**src/rtl/csc_pkg.sv**
```systemverilog
// Shared encodings for the CSCv2 clock-enable and reset sequencer.
package csc_pkg;

    typedef enum logic [1:0] {
        MODE_RUN  = 2'd0,
        MODE_HALT = 2'd1,
        MODE_STEP = 2'd2
    } mode_e;

    typedef enum logic {
        RST    = 1'b0,
        ACTIVE = 1'b1
    } seq_state_e;

endpackage

```
**src/rtl/csc_clkgen_if.sv**
```systemverilog
// Control/status bundle between the board top level and csc_clkgen.
interface csc_clkgen_if #(
    parameter int unsigned TAP_W = 5
) ();
    logic [TAP_W-1:0] tap_sel;
    logic [1:0]       mode;
    logic             step_req;
    logic             ext_reset_req;
    logic             cpu_ce;
    logic             cpu_clk_out;
    logic             uart_ce;
    logic             cpu_reset;
    logic             step_pending;

    modport master (
        output tap_sel, mode, step_req, ext_reset_req,
        input  cpu_ce, cpu_clk_out, uart_ce, cpu_reset, step_pending
    );

    modport slave (
        input  tap_sel, mode, step_req, ext_reset_req,
        output cpu_ce, cpu_clk_out, uart_ce, cpu_reset, step_pending
    );
endinterface

```
**src/rtl/csc_edge_det.sv**
```systemverilog
// Rising-edge detector: one history flop, loadable so a source switch
// can resynchronise it without reporting a false edge.
module csc_edge_det (
    input  logic clk,
    input  logic reset,
    input  logic d,
    input  logic load,
    input  logic load_val,
    output logic rise_c
);
    logic hist_q;

    always_ff @(posedge clk) begin
        if (reset) begin
            hist_q <= 1'b0;
        end else if (load) begin
            hist_q <= load_val;
        end else begin
            hist_q <= d;
        end
    end

    assign rise_c = d & ~hist_q;
endmodule

```
**src/rtl/csc_clkgen.sv**
```systemverilog
// Divider-based CPU/UART clock-enable generator with HALT/STEP gating
// and a counted CPU reset sequence.
module csc_clkgen
    import csc_pkg::*;
#(
    parameter int unsigned DIV_WIDTH   = 24,
    parameter int unsigned TAP_W       = 5,
    parameter int unsigned RESET_TICKS = 4
) (
    input  logic        clk,
    input  logic        reset,
    csc_clkgen_if.slave bus
);
    localparam int unsigned       RST_CW  = $clog2(RESET_TICKS + 1);
    localparam logic [TAP_W-1:0]  TAP_MAX = TAP_W'(DIV_WIDTH - 2);

    logic [DIV_WIDTH-1:0] cnt_q;
    logic [DIV_WIDTH-1:0] cnt_nxt;
    logic [TAP_W-1:0]     tap_q;
    logic [TAP_W-1:0]     tap_eff;
    logic [TAP_W-1:0]     tap_up;
    logic                 tap_bit;
    logic                 uart_bit;
    logic                 tap_load;
    logic                 tap_rise_c;
    logic                 uart_rise_c;
    logic                 step_rise_c;
    logic                 ext_rise_c;
    logic                 tick_c;
    logic                 ce_c;
    seq_state_e           state_q;
    logic [RST_CW-1:0]    rst_cnt_q;
    logic                 cpu_ce_q;
    logic                 uart_ce_q;
    logic                 clk_out_q;
    logic                 cpu_reset_q;
    logic                 step_pending_q;

    // Edge detectors run on the next counter value so a registered tick
    // lines up with the cycle in which the tapped bit reads 1.
    assign tap_eff  = (bus.tap_sel > TAP_MAX) ? TAP_MAX : bus.tap_sel;
    assign tap_up   = tap_eff + TAP_W'(1);
    assign cnt_nxt  = cnt_q + DIV_WIDTH'(1);
    assign tap_bit  = cnt_nxt[tap_eff];
    assign uart_bit = cnt_nxt[tap_up];
    assign tap_load = (tap_eff != tap_q);
    assign tick_c   = tap_rise_c & ~tap_load;
    assign ce_c     = tick_c && (state_q == ACTIVE) &&
                      ((bus.mode == MODE_RUN) || ((bus.mode == MODE_STEP) && step_pending_q));

    csc_edge_det u_tap (
        .clk(clk), .reset(reset), .d(tap_bit),
        .load(tap_load), .load_val(tap_bit), .rise_c(tap_rise_c)
    );

    csc_edge_det u_uart (
        .clk(clk), .reset(reset), .d(uart_bit),
        .load(tap_load), .load_val(uart_bit), .rise_c(uart_rise_c)
    );

    csc_edge_det u_step (
        .clk(clk), .reset(reset), .d(bus.step_req),
        .load(1'b0), .load_val(1'b0), .rise_c(step_rise_c)
    );

    csc_edge_det u_ext (
        .clk(clk), .reset(reset), .d(bus.ext_reset_req),
        .load(1'b0), .load_val(1'b0), .rise_c(ext_rise_c)
    );

    always_ff @(posedge clk) begin
        if (reset) begin
            cnt_q          <= '0;
            tap_q          <= tap_eff;
            state_q        <= RST;
            rst_cnt_q      <= '0;
            cpu_reset_q    <= 1'b1;
            cpu_ce_q       <= 1'b0;
            uart_ce_q      <= 1'b0;
            clk_out_q      <= 1'b0;
            step_pending_q <= 1'b0;
        end else begin
            cnt_q     <= cnt_nxt;
            tap_q     <= tap_eff;
            clk_out_q <= tap_bit;
            uart_ce_q <= uart_rise_c & ~tap_load;
            cpu_ce_q  <= ce_c;

            // Reset sequencer: the tick that completes the count drops
            // cpu_reset but is not itself forwarded to cpu_ce.
            if (ext_rise_c) begin
                state_q     <= RST;
                cpu_reset_q <= 1'b1;
                rst_cnt_q   <= '0;
            end else if (tick_c && (state_q == RST)) begin
                rst_cnt_q <= rst_cnt_q + RST_CW'(1);
                if (rst_cnt_q == RST_CW'(RESET_TICKS - 1)) begin
                    state_q     <= ACTIVE;
                    cpu_reset_q <= 1'b0;
                end
            end

            // A new request wins over a coincident consume.
            if (bus.mode != MODE_STEP) begin
                step_pending_q <= 1'b0;
            end else if (step_rise_c) begin
                step_pending_q <= 1'b1;
            end else if (ce_c) begin
                step_pending_q <= 1'b0;
            end
        end
    end

    assign bus.cpu_ce       = cpu_ce_q;
    assign bus.cpu_clk_out  = clk_out_q;
    assign bus.uart_ce      = uart_ce_q;
    assign bus.cpu_reset    = cpu_reset_q;
    assign bus.step_pending = step_pending_q;
endmodule

```
**src/flat_wrapper.sv**
```systemverilog
// flat-port wrapper written by rule: the top's interface ports become plain ports
module csc_clkgen_flat import csc_pkg::*;
#(
    parameter int unsigned DIV_WIDTH   = 24,
    parameter int unsigned TAP_W       = 5,
    parameter int unsigned RESET_TICKS = 4
)
  (clk, reset, bus_tap_sel, bus_mode, bus_step_req, bus_ext_reset_req, bus_cpu_ce, bus_cpu_clk_out, bus_uart_ce, bus_cpu_reset, bus_step_pending);
  csc_clkgen_if #(.TAP_W(TAP_W)) bus_i ();
  input  logic clk;
  input  logic reset;
  input wire logic [$bits(bus_i.tap_sel)-1:0] bus_tap_sel;
  input wire logic [$bits(bus_i.mode)-1:0] bus_mode;
  input wire logic [$bits(bus_i.step_req)-1:0] bus_step_req;
  input wire logic [$bits(bus_i.ext_reset_req)-1:0] bus_ext_reset_req;
  output wire logic [$bits(bus_i.cpu_ce)-1:0] bus_cpu_ce;
  output wire logic [$bits(bus_i.cpu_clk_out)-1:0] bus_cpu_clk_out;
  output wire logic [$bits(bus_i.uart_ce)-1:0] bus_uart_ce;
  output wire logic [$bits(bus_i.cpu_reset)-1:0] bus_cpu_reset;
  output wire logic [$bits(bus_i.step_pending)-1:0] bus_step_pending;
  assign bus_i.tap_sel = bus_tap_sel;
  assign bus_i.mode = bus_mode;
  assign bus_i.step_req = bus_step_req;
  assign bus_i.ext_reset_req = bus_ext_reset_req;
  assign bus_cpu_ce = bus_i.cpu_ce;
  assign bus_cpu_clk_out = bus_i.cpu_clk_out;
  assign bus_uart_ce = bus_i.uart_ce;
  assign bus_cpu_reset = bus_i.cpu_reset;
  assign bus_step_pending = bus_i.step_pending;
  csc_clkgen #(.DIV_WIDTH(DIV_WIDTH), .TAP_W(TAP_W), .RESET_TICKS(RESET_TICKS)) u_core (.clk(clk), .reset(reset), .bus(bus_i));
endmodule
```
**config.mk**
```make
export PLATFORM = sky130hd
export DESIGN_NAME = csc_clkgen_flat
export DESIGN_NICKNAME = d
export VERILOG_FILES = /design/src/rtl/csc_pkg.sv /design/src/rtl/csc_clkgen_if.sv /design/src/rtl/csc_edge_det.sv /design/src/rtl/csc_clkgen.sv /design/src/flat_wrapper.sv
export SDC_FILE = /design/constraint.sdc
export NUM_CORES = 1
export LEC_CHECK = 0
export CAP_MARGIN = 20
export CORE_ASPECT_RATIO = 0.5
export CORE_MARGIN = 1
export CORE_UTILIZATION = 45
export CTS_BUF_LIST = sky130_fd_sc_hd__clkbuf_4
export CTS_CLUSTER_SIZE = 25
export DETAILED_ROUTE_END_ITERATION = 16
export PLACE_DENSITY_LB_ADDON = 0.12
export SETUP_SLACK_MARGIN = 0.2
export SLEW_MARGIN = 15
export SYNTH_ARGS = -nofsm -noshare
export SYNTH_HDL_FRONTEND = slang
export SYNTH_SLANG_ARGS = --single-unit
```
**constraint.sdc**
```tcl
create_clock -name clk -period 2.9 [get_ports clk]
set_input_delay 0.58 -clock clk [delete_from_list [all_inputs] [get_ports clk]]
set_output_delay 0.58 -clock clk [all_outputs]
set_load 0.01 [all_outputs]
```
Word-level counts from Yosys, hierarchy flattened

Index checks and enable logic that the tools add are counted.

Add/subtract/negate cells: 3
Order comparisons: 3
Equality and inequality tests: 4
Multiplexer cells: 7
Bitwise gates (word level): 12
Reduce and logical (&&, ||, !) cells: 10

Operators with widths:

| operator                                                                     | number |
|---|---|
| 24-bit by 1-bit adder with 24-bit output, second input constant              | 1 |
| 5-bit by 6-bit less-than comparator with 1-bit output, second input constant | 2 |
| 1-bit binary-select mux with 5-bit select                                    | 2 |
| 1-bit bitwise AND                                                            | 6 |
| 1-bit inverter                                                               | 6 |
| 5-bit by 1-bit adder with 5-bit output, second input constant                | 1 |
| 5-bit greater-than comparator, second input constant                         | 1 |
| 5-bit two-way mux                                                            | 1 |
| 5-bit inequality test                                                        | 1 |
| 1-bit logical AND                                                            | 4 |
| 1-bit two-way mux                                                            | 4 |
| 2-bit OR reduction                                                           | 2 |
| 3-bit by 1-bit adder with 3-bit output, second input constant                | 1 |
| 3-bit by 2-bit equality test with 1-bit output, second input constant        | 1 |
| 2-bit equality test, second input constant                                   | 1 |
| 2-bit logical NOT                                                            | 1 |
| 2-bit inequality test, second input constant                                 | 1 |
| 2-bit AND reduction                                                          | 1 |
| 2-bit nonzero test                                                           | 1 |
| 1-bit logical OR                                                             | 1 |

Register bits: 41
Output and inout bits: 5

Longest topological paths before layout

Gate-level depths: netlist of the first run.

Word-level depth: 10
Depth in mapped cells: 11
Mapped depth without buffers: 10

Modules after synthesis

Synthesis of the first run repeated with hierarchy kept, for this count alone.

Cell total of the unflattened synthesis: 324
Area total of the unflattened synthesis: 2667.6 um^2

By module, submodules not included:

| module       | instances | cells an instance | area each (um^2) | sequential area each (um^2) |
|---|---|---|---|---|
| csc_clkgen   | 1         | 308               | 2507.4           | 760.7 |
| csc_edge_det | 4         | 4                 | 40.0             | 20.0 |

Worst setup path after synthesis of the first run

OpenSTA, ideal clock, no wires.

Path kind: register -> register
From: register u_core.cnt_q[0]
To: register u_core.rst_cnt_q[0]
Data arrival time: 2.921 ns
Path slack: -0.091 ns
Cell stages (with the launch flop): 11
Cell sequence: dfxtp_1 ha_1 nand4_4 or3_1 buf_2 or4_1 and3_4 a211o_1 a211o_1 or3_1 a21oi_1

Cells in the longest elaborated chain, start to end: 6

RTL lines:

| what                                      | RTL line           | source |
|---|---|---|
| start, declared                           | csc_clkgen.sv:17   | `logic [DIV_WIDTH-1:0] cnt_q;` |
| start signal, assigned                    | csc_clkgen.sv:83   | `cnt_q <= cnt_nxt;` |
| 24-bit by 1-bit adder with 24-bit output  | csc_clkgen.sv:43   | `assign cnt_nxt = cnt_q + DIV_WIDTH'(1);` |
| 1-bit binary-select mux with 5-bit select | csc_clkgen.sv:44   | `assign tap_bit = cnt_nxt[tap_eff];` |
| 1-bit two-way mux (not written as such)   | csc_clkgen.sv:44   |  |
| 1-bit bitwise AND                         | csc_edge_det.sv:23 | `assign rise_c = d & ~hist_q;` |
| 1-bit bitwise AND                         | csc_clkgen.sv:47   | `assign tick_c = tap_rise_c & ~tap_load;` |
| 1-bit logical AND                         | csc_clkgen.sv:95   | `end else if (tick_c && (state_q == RST)) begin` |
| end signal, assigned                      | csc_clkgen.sv:96   | `rst_cnt_q <= rst_cnt_q + RST_CW'(1);` |
| end, declared                             | csc_clkgen.sv:32   | `logic [RST_CW-1:0] rst_cnt_q;` |

Every way passes these cells. The select of a mux whose other input is x is not followed.
A chain may end at the register's enable or synchronous reset.

Worst setup path after layout of the first run

From: input bus_tap_sel[3]
To: register u_core.rst_cnt_q[0]

Cells in the longest elaborated chain, start to end: 7
Elaborated cells between the ends (all ways): 9
Classes of those cells: 1 x order compare; 1 x eq/ne; 3 x mux; 3 x bitwise; 1 x reduce/logical

RTL lines:

| what                                      | RTL line           | source |
|---|---|---|
| start, declared                           | flat_wrapper.sv:12 | `input wire logic [$bits(bus_i.tap_sel)-1:0] bus_tap_sel;` |
| 5-bit greater-than comparator             | csc_clkgen.sv:41   | `assign tap_eff = (bus.tap_sel > TAP_MAX) ? TAP_MAX : bus.tap_sel;` |
| 5-bit two-way mux *                       | csc_clkgen.sv:41   |  |
| 1-bit binary-select mux with 5-bit select | csc_clkgen.sv:44   |  |
| 1-bit two-way mux (not written as such)   | csc_clkgen.sv:44   |  |
| 1-bit bitwise AND                         | csc_edge_det.sv:23 |  |
| 1-bit bitwise AND *                       | csc_clkgen.sv:47   |  |
| 1-bit logical AND *                       | csc_clkgen.sv:95   |  |

Mark *: on every way between the ends. The rest lies on a longest branch, timed or not. The select of a mux whose other input is x is not followed.

==> impl_metrics.py, run 1 <==
metrics = {
    "critical_path": {
        "cp_top_family": "simple AND/OR/NAND/NOR gates",
        "crit_path_max_incr_delay_ns": 0.47,
        "timing.critical_path.buf_inv": 3,
        "arrival_ns": 3.08,
        "critPathLaunch": "bus_tap_sel[3]",
        "worstSetupPathType": "primary input to register",
        "crit_chain": "clkdlybuf4s50_1 -> buf_4 -> o21ai_0 -> nand3_1 -> nor4_1 -> nor3_1 -> o211ai_1 -> a311oi_2 -> buf_4 -> or3_1 -> a21oi_2",
        "required_ns": 3.22,
        "end_kind": "register",
        "cpMostUsedCell": "buf_4",
        "crit_slowest_cell": "clkdlybuf4s50_1",
        "r2r-start": "u_core.cnt_q[0]",
        "worstSetupStartpointType": "primary input",
        "cp_max_fo": 5,
    },
    "power_and_ir_drop": {
        "clockPowerShare": 0.316,
        "internal_power_uw": 877,
        "power_frac_seq": 0.479,
        "ir_drop_mv": 0.268,
        "power.switching_uw": 346,
        "combPwrFrac": 0.205,
        "switching_share": 0.283,
        "power_density_nw_per_um2": 362,
        "p_total_mw": 1.22,
        "leakage_nw": 1.30,
    },
    "floorplan": {
        "rows": 18,
        "initial_core_util": 0.489,
        "die-width_um": 108,
        "die_area_um2": 5900,
        "io_pins": 16,
        "core_um2": 5130,
        "die_h_um": 54.8,
    },
    "final_layout": {
        "layout.area.seq_um2": 838,
        "area_growth_pct": 34.8,
        "final_area_um2": 3380,
        "num_antenna_cells": 0,
        "nets": 385,
        "final_layout_size_suffix_gt1_frac": 0.310,
        "multi_input_area_um2": 1730,
        "num-fill-cells": 443,
    },
    "global_routing": {
        "grt_pass1_vias": 2216,
        "grt_remaining_overflow": 0,
        "antenna_found_initial": 0,
        "use_met3": 0.0702,
        "met2_usage": 0.404,
        "grt-busiest-layer": "met2",
        "met1_usage": 0.378,
        "grt_pass1_wl_um": 11400,
        "grtUsageTotal": 0.267,
        "grt_start_max_net_pins": 21,
    },
    "synth": {
        "syn_area_per_cell_um2": 8.28,
        "synth_edf_count": 0,
        "async_reset_ff_frac": 0,
        "synth_commonest_cells": "dfxtp_1, nor2_1, nand3_1",
        "yosysWarnings": 0,
        "ys_ff_latch": 41,
        "synth_top_area_frac": 0.327,
        "synth_seq_area_share": 0.327,
        "synth_compound_area_frac": 0.185,
        "synth_xor_xnor_area_share": 0.101,
        "yosysUniqueCellTypes": 58,
        "synthCells": 303,
        "synth-simple-area-share": 0.287,
        "synthesis.area_um2": 2510,
        "yosysMostFrequentCell": "dfxtp_1",
        "muxShareOfSynthArea": 0.0349,
        "syn_nets": 318,
        "synthFlopType": "dfxtp_1",
        "yosys.area_share.adder": 0.0200,
        "synth_area_leaders": "dfxtp_1, xnor2_1, nor2_1, xor2_1, nand3_1",
        "yosysTopAreaCell": "dfxtp_1",
        "synth_top_family_by_area": "simple AND/OR/NAND/NOR gates",
    },
    "clocking": {
        "cts.sinks": 41,
        "cts.path.max_buffers": 2,
        "clkLatencyLatePin_ns": 0.38,
        "cts.reportedPaths.clkPinSlew_ns": 0.14,
        "cts_buffers": 5,
        "cts_root_buf": "clkbuf_4",
        "htreeDepth": 2,
        "ctsHoldBuffers": 0,
        "cts_tree": "built",
    },
    "sta": {
        "fmax_mhz": 362,
        "hold_violations": 0,
        "finalSetupViolations": 0,
        "skew_ns": 0.0155,
        "finalMaxSlewViolations": 0,
        "worst_slew_pin_slew_ns": 0.581,
        "holdWs_ns": 0.408,
        "fin_crit_sh": 0.952,
        "max-slew-margin-rel": 0.612,
        "grt_setup_unrepaired": "yes",
        "period_minus_slack_ns": 2.76,
    },
    "route": {
        "vias": 2597,
        "viasPerCell": 5.89,
        "routed_wl_um": 7680,
        "ant_nets": 0,
        "first_pass_iters": 5,
        "drt_iter0_drc": 166,
        "drcViolationCount": 0,
        "wl_per_cell_um": 17.4,
    },
    "placed_design": {
        "port_buffers": 15,
        "place_area_um2": 3140,
        "dp_hpwl_um": 5700,
        "place.gp.congestion": 0.907,
    },
    "worst_hold_path": {
        "min_path_type": "register to register",
        "min-delay-start": "u_core.u_uart.hist_q",
    },
    "status": {
        "status": "completed",
    },
    "run": {
        "max-cap-violations": 0,
    },
}
-- metrics by stage --
| step | setup slack (ns) | setup TNS (ns) | cells | util |
|---|---|---|---|---|
| 5_1_grt | 0.0798 | 0 | 441 | 0.659 |
| 3_3_place_gp | -0.167 | -1.05 | 428 | 0.612 |
| 3_5_place_dp | -0.275 | -1.94 | 428 | 0.612 |
| 2_1_floorplan | 0.135 | 0 | 303 | - |
| 6_report | 0.140 | 0 | 441 | 0.659 |
| 4_1_cts | 0.148 | 0 | 440 | 0.637 |
-- registers in the layout (all words and copies together) (netlist names) --
register                 cells
u_core.bus.cpu_clk_out       1
u_core.rst_cnt_q             3
u_core.tap_q                 5
u_core.u_uart.hist_q         1
u_core.bus.cpu_reset         1
u_core.bus.step_pending      1
u_core.cnt_q                24
u_core.u_step.hist_q         1
u_core.bus.uart_ce           1
u_core.u_ext.hist_q          1
u_core.bus.cpu_ce            1
u_core.state_q               1
-- routing by layer --
metal  routed length (um)  part of all wire
met5                    0                 0
met4                   97             0.013
met3                  564             0.073
met2                 3250              0.42
met1                 3770              0.49
-- final cells by class --
| cell class | count | share of cell area |
|---|---|---|
| multi-input cells | 235 | 0.510 |
| flip-flops and latches | 41 | 0.248 |
| repair buffers | 75 | 0.179 |
| well taps | 70 | 0.0259 |
| inverters | 12 | 0.0133 |
| clock inverters | 3 | 0.0122 |
| clock buffers | 5 | 0.0111 |
-- cell usage in the layout, fill, tap and decap left out, types with 8 or more instances in the layout --
master	n
xnor2_1	14
nor2b_1	14
dfxtp_1	31
clkdlybuf4s50_1	14
xor2_1	11
nor3_1	8
buf_4	59
nand2_1	17
dfxtp_2	8
nor2_1	29
a21oi_1	12
inv_1	11
nand3_1	17
-- timing repair --
item,CTS,global route
buffers inserted,4,1
gates resized for setup,8,27
pin swaps,3,2
setup endpoints to repair,6,9
gates cloned,0,0
-- path summary, 6_finish.rpt --
| path | slack, ns | end | depth (start not counted) |
|---|---|---|---|
| hold / removal | 0.41 | u_core.bus.uart_ce | 1 |
| setup / recovery | 0.14 | u_core.rst_cnt_q[0] | 11 |
| setup reg to reg | 0.14 | u_core.rst_cnt_q[0] | 9 |
| hold reg to reg | 0.41 | u_core.bus.uart_ce | 1 |
-- logic make-up after synthesis --
kind of cell | count (synthesis)
flops | 41
xor+xnor | 28
simple gates | 130
buf+inv | 27
compound gates | 67
mux | 6
fa+ha+maj | 4
-- power groups by stage --
| stage | logic, mW | registers, mW | clock network [mW] |
|---|---|---|---|
| after global routing | 0.268 | 0.588 | 0.419 |
| after floorplan | 0.126 | 0.598 | 0 |
| after global placement | 0.225 | 0.599 | 0 |
| final | 0.251 | 0.586 | 0.387 |
| after CTS | 0.235 | 0.586 | 0.394 |
| after detailed placement | 0.226 | 0.600 | 0 |
Power figures use the tool's default switching activity.
==> run 2, diff against run 1 <==
Settings changed: CORE_ASPECT_RATIO 0.5 to 0.9, SETUP_SLACK_MARGIN 0.2 to default.
==> run 2 against run 1 <==
Critical path depth decreased by 2; sequential power is essentially flat; clock power decreased by 25%; clock-buffer cell count grew 1; utilization decreased by 4.1 points; largest power group unchanged; highest routed layer unchanged.
==> impl_metrics.py, run 2 (synthesis results as in run 1) <==
metrics = {
    "critical_path": {
        "critPathLaunch": "u_core.cnt_q[0]",
        "reg2reg_to": "u_core.rst_cnt_q[0]",
        "reg2reg_depth": 9,
        "arrival_ns": 3.10,
        "worstSetupStartpointType": "register",
        "cp_max_fo": 7,
        "rrSetupSlack_ns": 0.11,
        "worstSetupPathType": "register to register",
        "r2r-start": "u_core.cnt_q[0]",
        "end_kind": "register",
        "required_ns": 3.21,
    },
    "power_and_ir_drop": {
        "power_density_nw_per_um2": 340,
        "ir_drop_mv": 0.229,
        "leakage_nw": 1.30,
    },
    "clocking": {
        "cts_tree": "built",
        "cts_root_buf": "clkbuf_4",
        "htreeDepth": 2,
        "ctsHoldBuffers": 0,
        "clkLatencyLatePin_ns": 0.37,
        "cts.sinks": 41,
        "cts.reportedPaths.clkPinSlew_ns": 0.13,
        "cts.path.max_buffers": 2,
        "cts_buffers": 5,
    },
    "final_layout": {
        "nets": 391,
        "area_growth_pct": 30.9,
        "final_layout_size_suffix_gt1_frac": 0.263,
        "num-fill-cells": 476,
        "max_flop_register": "u_core.cnt_q",
        "finalNonFillerCells": 443,
        "mostFrequentLayoutCell": "buf_4",
        "num_antenna_cells": 0,
        "largest_registers": "u_core.cnt_q: 24 flops, u_core.tap_q: 5 flops, u_core.rst_cnt_q: 3 flops",
        "layout_common_cells": "buf_4, dfxtp_1, nor2_1",
        "largest_reg_flops": 24,
    },
    "placed_design": {
        "dp.cells": 433,
        "dp_hpwl_um": 5490,
        "port_buffers": 15,
        "dpl_worst_slack_ns": -0.410,
        "place.gp.congestion": 0.933,
    },
    "status": {
        "status": "completed",
    },
    "route": {
        "first_pass_iters": 5,
        "drt_iter0_drc": 161,
        "vias": 2506,
        "routed_wl_um": 7020,
        "viasPerCell": 5.66,
        "wl_per_cell_um": 15.8,
        "ant_nets": 0,
        "drcViolationCount": 0,
    },
    "sta": {
        "setup_slack_ns": 0.109,
        "finalSetupViolations": 0,
        "worst_slew_pin_slew_ns": 0.367,
        "hold_violations": 0,
        "grt_setup_unrepaired": "yes",
        "fin_crit_sh": 0.962,
        "max-slew-margin-rel": 0.754,
        "skew_ns": 0.0120,
        "period_minus_slack_ns": 2.79,
        "fmax_mhz": 358,
        "finalMaxSlewViolations": 0,
    },
    "floorplan": {
        "io_pins": 16,
        "die-width_um": 80.7,
        "core_um2": 5320,
        "rows": 25,
        "die_area_um2": 5880,
        "initial_core_util": 0.472,
        "die_h_um": 72.8,
    },
    "global_routing": {
        "antenna_found_initial": 0,
        "grt_start_max_net_pins": 17,
        "grt_pass1_vias": 2331,
        "grt_remaining_overflow": 0,
        "grt_pass1_wl_um": 11400,
        "grtUsageTotal": 0.255,
    },
    "worst_hold_path": {
        "holdPathEnd": "u_core.bus.uart_ce",
        "min-delay-start": "u_core.u_uart.hist_q",
        "hold_depth": 1,
        "min_path_type": "register to register",
    },
    "run": {
        "max-cap-violations": 0,
    },
}
==> run 2: final cells by class <==
type                       count  area (um2)  share of cell area
tap                           67        83.8              0.0255
clock inverter                 1        3.75             0.00114
inverter                      12        45.0              0.0137
clock buffer                   6        45.0              0.0137
timing repair buffer          81         648               0.197
multi-input combinational    235        1630               0.497
sequential                    41         826               0.252
==> run 2: layer usage <==
layer / up-vias / global-route usage / part of all wire
met3: 14 / 0.0413 / 0.047
met5: - / 0 / 0
met2: 65 / 0.372 / 0.43
met1: 1170 / 0.379 / 0.51
li1: 1257 / - / -
met4: 0 / 0.0833 / 0.017
==> run 2: worst max-delay path, cell delays in order (launching register included) <==
cell and delay, ns:
dfxtp_4 0.38, ha_4 0.14, nand4_4 0.11, or3_4 0.46, or4_4 0.50, and3_4 0.19, a211o_1 0.28, a211o_1 0.25
or3_1 0.30, a21oi_1 0.12
==> run 2: through the flow <==
step | hold slack [ns] | utilization | area [um2] | power (mW) | TNS [ns]
final | 0.398 | 0.617 | 3280 | 1.11 | 0
after global routing | 0.436 | 0.617 | 3280 | 1.16 | -0.0110
after CTS | 0.401 | 0.608 | 3230 | 1.10 | 0
after detailed placement | 0.384 | 0.596 | 3170 | 0.822 | -2.74
after global placement | 0.378 | 0.596 | 3170 | 0.823 | -1.99
after floorplan | 0.368 | - | 2530 | 0.719 | 0
==> run 2: worst max path at each step <==
stage / end / slack, ns / cells past startpoint
floorplan: u_core.rst_cnt_q[0] / 0.03 / 10
global placement: u_core.rst_cnt_q[0] / -0.26 / 11
detailed placement: u_core.bus.uart_ce / -0.41 / 10
CTS: u_core.bus.uart_ce / 0.009 / 10
global route: u_core.bus.uart_ce / -0.01 / 10
finish: u_core.rst_cnt_q[0] / 0.11 / 9
==> run 2: where the power goes <==
group | internal, mW | leakage, nW | switching, mW
registers | 0.576 | 0.334 | 0.00815
logic | 0.120 | 0.939 | 0.118
clock network | 0.0977 | 0.0292 | 0.194
==> run 2: timing repair <==
action                                  in CTS  in global routing
gates resized for setup                      1                 12
pin swaps                                    1                  4
endpoints found under the setup margin       3                  9
hold endpoints to repair                     0                  0
cloned                                       0                  0
setup buffers                                1                  2
==> run 3, diff against run 2 <==
Settings changed: SLEW_MARGIN 15 to 20, TNS_END_PERCENT from default to 10.
==> run 3 against run 2 <==
Design area increased by 1.9%; clock skew down 0.0063 ns; non-clock buffer count is 1 higher; die area is the same; worst hold slack got worse by 0.0064 ns; largest power group unchanged; clock-buffer cell count decreased by 1; wire length shrank 2.2%; first-iteration DRC count grew 54%; clock power is 59% higher; global-route usage shrank 0.78 points; largest cell class unchanged; combinational power barely moved.
==> impl_metrics.py, run 3 (synthesis results as in run 1) <==
metrics = {
    "status": {
        "status": "completed",
    },
    "sta": {
        "grt_setup_unrepaired": "yes",
        "fmax_mhz": 349,
        "max-slew-margin-rel": 0.709,
        "finalMaxSlewViolations": 0,
        "holdWs_ns": 0.392,
        "period_minus_slack_ns": 2.87,
        "finalSetupViolations": 0,
        "hold_violations": 0,
        "worst_slew_pin_slew_ns": 0.432,
        "fin_crit_sh": 0.989,
        "skew_ns": 0.00566,
    },
    "global_routing": {
        "grtUsageTotal": 0.247,
        "grt_start_max_net_pins": 26,
        "grt_pass1_vias": 2287,
        "grt_remaining_overflow": 0,
        "antenna_found_initial": 0,
        "grt_pass1_wl_um": 11000,
    },
    "placed_design": {
        "place.gp.congestion": 0.896,
        "dp_hpwl_um": 5270,
        "port_buffers": 15,
    },
    "final_layout": {
        "nets": 392,
        "mostFrequentLayoutCell": "buf_4",
        "num_antenna_cells": 0,
        "num-fill-cells": 457,
        "final_layout_size_suffix_gt1_frac": 0.272,
        "largest_registers": "u_core.cnt_q: 24 flops, u_core.tap_q: 5 flops, u_core.rst_cnt_q: 3 flops",
        "area_growth_pct": 33.4,
        "largest_reg_flops": 24,
        "max_flop_register": "u_core.cnt_q",
        "layout_common_cells": "buf_4, dfxtp_1, nor2_1",
    },
    "floorplan": {
        "initial_core_util": 0.472,
        "die_area_um2": 5880,
        "die-width_um": 80.7,
        "rows": 25,
        "core_um2": 5320,
        "die_h_um": 72.8,
        "io_pins": 16,
    },
    "route": {
        "routed_wl_um": 6870,
        "first_pass_iters": 5,
        "vias": 2528,
        "viasPerCell": 5.68,
        "wl_per_cell_um": 15.4,
        "ant_nets": 0,
        "drt_iter0_drc": 248,
        "drcViolationCount": 0,
    },
    "critical_path": {
        "worstSetupStartpointType": "register",
        "cp_top_family": "simple AND/OR/NAND/NOR gates",
        "crit_slowest_cell": "or4_4",
        "timing.critical_path.buf_inv": 3,
        "reg2reg_depth": 11,
        "cp_max_fo": 7,
        "arrival_ns": 3.17,
        "required_ns": 3.20,
        "end_kind": "register",
        "crit_path_max_incr_delay_ns": 0.56,
        "cpMostUsedCell": "buf_4",
        "worstSetupPathType": "register to register",
        "crit_chain": "buf_4 -> nand3_1 -> or4_4 -> buf_4 -> nor4_1 -> nor3_2 -> o211ai_1 -> a311oi_1 -> buf_4 -> or3_1 -> a21oi_2",
        "cp.depth": 11,
    },
    "run": {
        "max-cap-violations": 0,
    },
    "power_and_ir_drop": {
        "combPwrFrac": 0.186,
        "clockPowerShare": 0.359,
        "p_total_mw": 1.29,
        "leakage_nw": 1.33,
        "ir_drop_mv": 0.267,
        "power_density_nw_per_um2": 385,
        "internal_power_uw": 963,
        "power_frac_seq": 0.454,
        "power.switching_uw": 324,
        "switching_share": 0.252,
    },
    "clocking": {
        "cts_buffers": 5,
        "cts.sinks": 41,
        "cts_tree": "built",
        "htreeDepth": 2,
        "clkLatencyLatePin_ns": 0.36,
        "cts.path.max_buffers": 2,
        "cts.reportedPaths.clkPinSlew_ns": 0.13,
        "cts_root_buf": "clkbuf_4",
        "ctsHoldBuffers": 0,
    },
    "worst_hold_path": {
        "min_path_type": "register to register",
        "hold_depth": 1,
    },
}
## run 3: layer usage
metal | share of wire | wire length (um) | track usage
met1 | 0.50 | 3450 | 0.374
met2 | 0.42 | 2920 | 0.362
met3 | 0.058 | 399 | 0.0388
met4 | 0.014 | 99 | 0.0655
met5 | 0 | 0 | 0
## run 3: metrics by stage
stage / TNS, ns / instance area (um2) / util / worst slack [ns] / cells
final: 0 / 3350 / 0.629 / 0.0322 / 445
after global routing: -0.0883 / 3350 / 0.629 / -0.0696 / 445
after CTS: 0 / 3290 / 0.618 / 0.00208 / 444
after detailed placement: -2.79 / 3180 / 0.598 / -0.395 / 436
after global placement: -1.36 / 3180 / 0.598 / -0.243 / 436
after floorplan: -0.0906 / 2520 / - / -0.0906 / 303
## run 3: area by class of cell
class / count / area, um2 / area share
multi-input combinational: 235 / 1640 / 0.489
sequential: 41 / 823 / 0.246
timing repair buffer: 82 / 656 / 0.196
tap: 67 / 83.8 / 0.0251
clock inverter: 3 / 65.1 / 0.0194
inverter: 12 / 45.0 / 0.0135
clock buffer: 5 / 37.5 / 0.0112
## run 3: worst reg2reg max path: stages, from the launching register on
cell and delay [ns]:
dfxtp_2 0.37, buf_4 0.15, nand3_1 0.10, or4_4 0.56, buf_4 0.19, nor4_1 0.39
nor3_2 0.09, o211ai_1 0.16, a311oi_1 0.15, buf_4 0.17, or3_1 0.35, a21oi_2 0.14
## run 3: worst paths after layout
check | to | slack [ns] | startpoint
worst max register to register | u_core.rst_cnt_q[0] | 0.03 | u_core.cnt_q[0]
worst min register to register | u_core.bus.uart_ce | 0.39 | u_core.u_uart.hist_q
worst max-delay path | u_core.rst_cnt_q[0] | 0.03 | u_core.cnt_q[0]
worst min-delay path | u_core.bus.uart_ce | 0.39 | u_core.u_uart.hist_q
## run 3: power groups by stage
| stage | registers (mW) | clock network (mW) | logic, mW |
|---|---|---|---|
| global route | 0.587 | 0.501 | 0.259 |
| detailed placement | 0.596 | 0 | 0.226 |
| global placement | 0.595 | 0 | 0.226 |
| floorplan | 0.596 | 0 | 0.120 |
| finish | 0.585 | 0.463 | 0.240 |
| CTS | 0.584 | 0.474 | 0.228 |
## run 3: repair_timing
item / in CTS / in global routing
endpoints found under the setup margin: 2 / 9
setup buffers: 0 / 1
pin swaps: 0 / 5
gates resized for setup: 2 / 13
